$ cat config.mk
export PLATFORM = sky130hd
export DESIGN_NAME = seq_shift_add_mul
export DESIGN_NICKNAME = d
export VERILOG_FILES = /design/src/rtl/seq_mul_pkg.sv /design/src/rtl/seq_mul_addsel.sv /design/src/rtl/seq_shift_add_mul.sv
export SDC_FILE = /design/constraint.sdc
export NUM_CORES = 1
export LEC_CHECK = 0
export BUFFER_PORTS_ARGS = -buffer_cell sky130_fd_sc_hd__buf_2
export CAP_MARGIN = 20
export CELL_PAD_IN_SITES_DETAIL_PLACEMENT = 2
export CELL_PAD_IN_SITES_GLOBAL_PLACEMENT = 2
export CORE_MARGIN = 4
export CORE_UTILIZATION = 36
export CTS_CLUSTER_SIZE = 12
export DETAILED_ROUTE_END_ITERATION = 8
export PLACE_DENSITY = 0.88
export SLEW_MARGIN = 20
export SYNTH_ARGS = -nofsm -noshare
export SYNTH_HDL_FRONTEND = slang
export SYNTH_SLANG_ARGS = --single-unit
$ cat constraint.sdc
create_clock -name clk -period 5.05 [get_ports clk]
set_input_delay 0.2525 -clock clk [delete_from_list [all_inputs] [get_ports clk]]
set_output_delay 0.2525 -clock clk [all_outputs]
set_load 0.01 [all_outputs]
$ cat src/rtl/seq_mul_pkg.sv
`default_nettype none
// ============================================================================
// Module   : seq_mul_pkg
// Purpose  : Shared definitions for the seq_mul sequential multiplier:
//            control FSM state encoding and default operand width.
// Revision : 1.0 - initial release
// ============================================================================
package seq_mul_pkg;

    // Default operand width used when a block is instantiated without override.
    localparam int unsigned c_default_width = 8;

    // Control FSM encoding; values are fixed so that state can be observed
    // consistently in waveforms and by other blocks in the design.
    typedef enum logic [1:0] {
        ST_IDLE = 2'b00,
        ST_RUN  = 2'b01,
        ST_DONE = 2'b10
    } state_t;

    // Iteration counter width: must be able to represent WIDTH itself.
    function automatic int unsigned cnt_width(input int unsigned width);
        return $clog2(width + 1);
    endfunction

endpackage
`default_nettype wire

$ cat src/rtl/seq_mul_addsel.sv
`default_nettype none
// ============================================================================
// Module   : seq_mul_addsel
// Purpose  : Combinational select-and-add step of the shift-and-add
//            multiplier. addend = sel ? a : 0, then {cout,sum} = p + addend + cin.
// Ports    : sel  - multiplier LSB, chooses multiplicand or zero
//            a    - multiplicand
//            p    - accumulator (product high half)
//            cin  - carry register, folded into the sum
//            sum  - WIDTH-bit sum
//            cout - carry out of the top sum bit
// Revision : 1.0 - initial release
// ============================================================================
module seq_mul_addsel
    import seq_mul_pkg::*;
#(
    parameter int unsigned WIDTH = c_default_width
) (
    input  logic             sel,
    input  logic [WIDTH-1:0] a,
    input  logic [WIDTH-1:0] p,
    input  logic             cin,
    output logic [WIDTH-1:0] sum,
    output logic             cout
);

    logic [WIDTH-1:0] w_addend;

    assign w_addend    = sel ? a : '0;
    assign {cout, sum} = {1'b0, p} + {1'b0, w_addend} + {{WIDTH{1'b0}}, cin};

endmodule
`default_nettype wire

$ cat src/rtl/seq_shift_add_mul.sv
`default_nettype none
// ============================================================================
// Module   : seq_shift_add_mul
// Purpose  : Unsigned sequential shift-and-add multiplier core. One add/shift
//            iteration per clock; full 2*WIDTH-bit product after WIDTH
//            iterations, with a start/busy/done handshake.
// Ports    : clk          - rising-edge clock
//            rst_n        - asynchronous active-low reset
//            start        - request, sampled only while idle
//            multiplicand - operand A, captured on accepted start
//            multiplier   - operand B, captured on accepted start
//            busy         - high while running and in the done cycle
//            done         - one-cycle pulse, product valid
//            product      - {P,Q}; holds until the next accepted start
// Revision : 1.0 - initial release
// ============================================================================
module seq_shift_add_mul
    import seq_mul_pkg::*;
#(
    parameter int unsigned WIDTH = c_default_width
) (
    input  logic               clk,
    input  logic               rst_n,
    input  logic               start,
    input  logic [WIDTH-1:0]   multiplicand,
    input  logic [WIDTH-1:0]   multiplier,
    output logic               busy,
    output logic               done,
    output logic [2*WIDTH-1:0] product
);

    localparam int unsigned      c_cnt_w     = cnt_width(WIDTH);
    localparam logic [c_cnt_w-1:0] c_last_iter = c_cnt_w'(WIDTH - 1);

    if (WIDTH < 2) begin : g_bad_width
        $error("seq_shift_add_mul: WIDTH must be at least 2");
    end

    state_t               r_state;
    state_t               w_state_next;
    logic [WIDTH-1:0]     r_a;
    logic [WIDTH-1:0]     r_q;
    logic [WIDTH-1:0]     r_p;
    logic                 r_c;
    logic [c_cnt_w-1:0]   r_cnt;

    logic [WIDTH-1:0]     w_sum;
    logic                 w_cout;

    // ------------------------------------------------------------------------
    // Select-and-add: P + (Q[0] ? A : 0). The carry register is cleared on
    // every iteration, so its contribution as carry-in is always zero; it is
    // wired in to keep the {C,P} accumulator a single arithmetic quantity.
    // ------------------------------------------------------------------------
    seq_mul_addsel #(
        .WIDTH (WIDTH)
    ) u_addsel (
        .sel  (r_q[0]),
        .a    (r_a),
        .p    (r_p),
        .cin  (r_c),
        .sum  (w_sum),
        .cout (w_cout)
    );

    // ------------------------------------------------------------------------
    // Control FSM
    // ------------------------------------------------------------------------
    always_ff @(posedge clk or negedge rst_n) begin
        if (!rst_n) begin
            r_state <= ST_IDLE;
        end else begin
            r_state <= w_state_next;
        end
    end

    always_comb begin
        w_state_next = r_state;
        case (r_state)
            ST_IDLE: begin
                if (start) begin
                    w_state_next = ST_RUN;
                end
            end
            ST_RUN: begin
                if (r_cnt == c_last_iter) begin
                    w_state_next = ST_DONE;
                end
            end
            ST_DONE: begin
                w_state_next = ST_IDLE;
            end
            default: begin
                w_state_next = ST_IDLE;
            end
        endcase
    end

    // ------------------------------------------------------------------------
    // Datapath. In RUN the add and the one-bit right shift of {C,P,Q} happen
    // in the same registered update: the new P takes the carry-out at its
    // MSB, and the sum LSB drops into the top of Q as Q retires its LSB.
    // ------------------------------------------------------------------------
    always_ff @(posedge clk or negedge rst_n) begin
        if (!rst_n) begin
            r_a   <= '0;
            r_q   <= '0;
            r_p   <= '0;
            r_c   <= 1'b0;
            r_cnt <= '0;
        end else begin
            case (r_state)
                ST_IDLE: begin
                    if (start) begin
                        r_a   <= multiplicand;
                        r_q   <= multiplier;
                        r_p   <= '0;
                        r_c   <= 1'b0;
                        r_cnt <= '0;
                    end
                end
                ST_RUN: begin
                    r_c   <= 1'b0;
                    r_p   <= {w_cout, w_sum[WIDTH-1:1]};
                    r_q   <= {w_sum[0], r_q[WIDTH-1:1]};
                    r_cnt <= r_cnt + c_cnt_w'(1);
                end
                default: begin
                    // DONE: all registers hold so the product stays stable.
                end
            endcase
        end
    end

    assign busy    = (r_state != ST_IDLE);
    assign done    = (r_state == ST_DONE);
    assign product = {r_p, r_q};

endmodule
`default_nettype wire
==> metrics <==
status completed; Clock power frac 16.8%; Synth cell types 40; DRT antenna net count 0; CP Class register to register; routability cong. a little under 0.9; Placement Setup Slack about 2.8 ns; R2R depth 7; TritonRoute pass-1 iters 4; Die Y around 76 um; Crit path depth 7; die area roughly 5700 um^2; first-pass GRT wire length 7.91 mm; Root Buffer clkbuf_8; Mean Syn Cell Area about 11 um^2; worst slew pin tran 0.838 ns; crit path to r_p[5]; Critical Path RT 5.18 ns; GRT Residual Overflow 0; worst r2r src r_q[0]; total clock sinks 30; RSZ-0062 raised after global routing false; Multi-input gate area 836 um^2; Critical Path End Type register; slew margin rel. between 40 and 50%; Max-Cap Viols 0; vias per cell between 5 and 6; Finished Layout Cells 244; max-slew violation count 0; Worst Slack Setup Final around 2.8 ns; mean routed wirelength per cell 19.5 um; Worst path max stage delay 0.47 ns; Antenna Cells 0; Post-CTS Setup Bufs 0; reg2reg setup slack 2.79 ns; Bufs and invs on worst path 0; final hold violations 0; Post-Syn Nets 184; Cell Pwr Density 635 nW/um^2; port bufs 36; slowest cell on the critical path dfrtp_1; Clock Path Buffers 2; largest net degree at the start of global routing 31; Post-synth EDFFs 0; num ports 37; fillcell total 477; TritonCTS buffer count 5; CTS tree done; share of cells above drive strength 1 25.0%; Crit path max-delay family adder cells; sequential share of power 35.7%; reg2reg end r_p[5]; routed via count ~1300; Worst-path clk slew 0.07 ns; # DRC 0; Setup violations, final 0; Placed Cells approximately 240; sw frac 43.1%; Yosys reg bits 30; Psw roughly 530 uW; fin crit period 2.26 ns; Total Routed Length 4.76 mm; Main synth FF type dfrtp_1; initial core utilization 37.5%; Startpoint Class register; Area contributors post-synth dfrtp_1 (46%), ha_1 (6.9%), mux2i_1 (5.5%); part of the cycle the worst path needs 44.7%; site row count 24; final net count 220; P&R area growth vs syn 17.7%; core footprint about 4400 um^2; final instance area 1930 um^2; H-tree depth 2; Setup TNS 0 ns; total track usage 19.0%; hold buffer count at CTS 0; Setup Skew around 0.0026 ns; DR iter-0 viols 82; number of global-route vias before repair approximately 1500; top cell type's share of synthesized area 45.7%; Gates resized, CTS repair 0; part of the power in combinational logic 47.5%; fin util between 40% and 50%; post-synthesis cell area 1640 um^2; placed cell areas 1840 um^2; Max Freq 443 MHz; area leader, netlist dfrtp_1; worst vdd ir 0.261 mV; dpl hpwl 3.54 mm; crit path from r_q[0]; Hold Crit Class input port to asynchronous set/reset pin; sequential area share after synthesis 45.7%; crit-path cells and2_1, ha_1, fa_1, a21o_1, a221oi_2, xor2_1, o22ai_1; initial antenna violation count 0; synth warn 0; asr flop ratio synth 100%; gate count after technology mapping around 160; Int Pwr 699 uW; clock latency at the later pin of the worst-skew pair 0.28 ns; static leakage 0.939 nW; Die X 75.6 um; crit path DAT between 2 and 2.5 ns; crit path max fanout 10; Reg area 751 um^2
-- worst min-delay path by stage --
stage	from	endpoint	slack [ns]
floorplan	rst_n	r_a[0]	-0.04
global placement	rst_n	r_cnt[0]	0.32
detailed placement	rst_n	r_p[2]	0.34
CTS	rst_n	r_a[3]	0.03
global route	rst_n	r_a[3]	0.06
finish	rst_n	r_cnt[2]	0.02
-- cell families after synthesis --
kind of cell | share of synthesized area, %
simple gates | 14.3
compound gates | 14.2
buf+inv | 3.43
xor+xnor | 2.67
flops | 45.7
mux | 11.7
fa+ha+maj | 8.07
-- layer usage --
metal,vias to the layer above,part of all wire (%),GRT usage [%]
met4,0,1.4,6.41
met5,-,0,0
met3,6,4.2,5.15
met1,667,43,23.1
met2,29,52,32.5
li1,620,-,-
-- synth_stat cells (all sizes together) (2+ instances only) --
| library cell | instances |
|---|---|
| o22ai | 3 |
| xor2 | 4 |
| inv | 2 |
| nand2 | 21 |
| buf | 6 |
| nor2 | 7 |
| o21ai | 17 |
| a21oi | 4 |
| mux2i | 9 |
| mux2 | 9 |
| ha | 9 |
| nand3 | 2 |
| a22oi | 2 |
| a21o | 2 |
| and2 | 8 |
| dfrtp | 30 |
-- flip-flops by register name, summed over array words and instances, names as in the netlist --
signal and count:
r_a 8, r_p 8, r_q 8, r_cnt 4, r_state 2
-- through the flow --
stage                     hold WS (ns)  power (mW)
after global placement           0.322       0.954
after floorplan                -0.0431       0.832
after CTS                       0.0316        1.25
after detailed placement         0.335        1.03
after global routing            0.0554        1.33
final                           0.0180        1.23
-- power by group through the flow --
stage	Sequential (mW)	Combinational (mW)	Clock, mW
after floorplan	0.437	0.395	0
after global placement	0.427	0.527	0
after detailed placement	0.444	0.586	0
after CTS	0.442	0.594	0.211
after global routing	0.458	0.651	0.222
final	0.439	0.584	0.206
-- placed cells by master, fill, tap and decap left out, drive strengths merged, types with 2 or more instances in the layout --
cell    instances
buf            36
dfrtp          30
nand2          21
o21ai          17
mux2i           9
ha              9
mux2            9
and2            8
nor2            7
clkbuf          6
a21oi           4
xor2            4
o22ai           3
inv             2
a21o            2
nand3           2
a22oi           2
-- cell type report --
class | instances | area share, %
Tap cell | 52 | 3.36
Multi-Input combinational cell | 116 | 43.2
Timing Repair Buffer | 36 | 9.31
Sequential cell | 30 | 38.8
Inverter | 2 | 0.388
Clock inverter | 2 | 0.647
Clock buffer | 6 | 4.27
No activity file was read; power rests on OpenSTA's default activity.
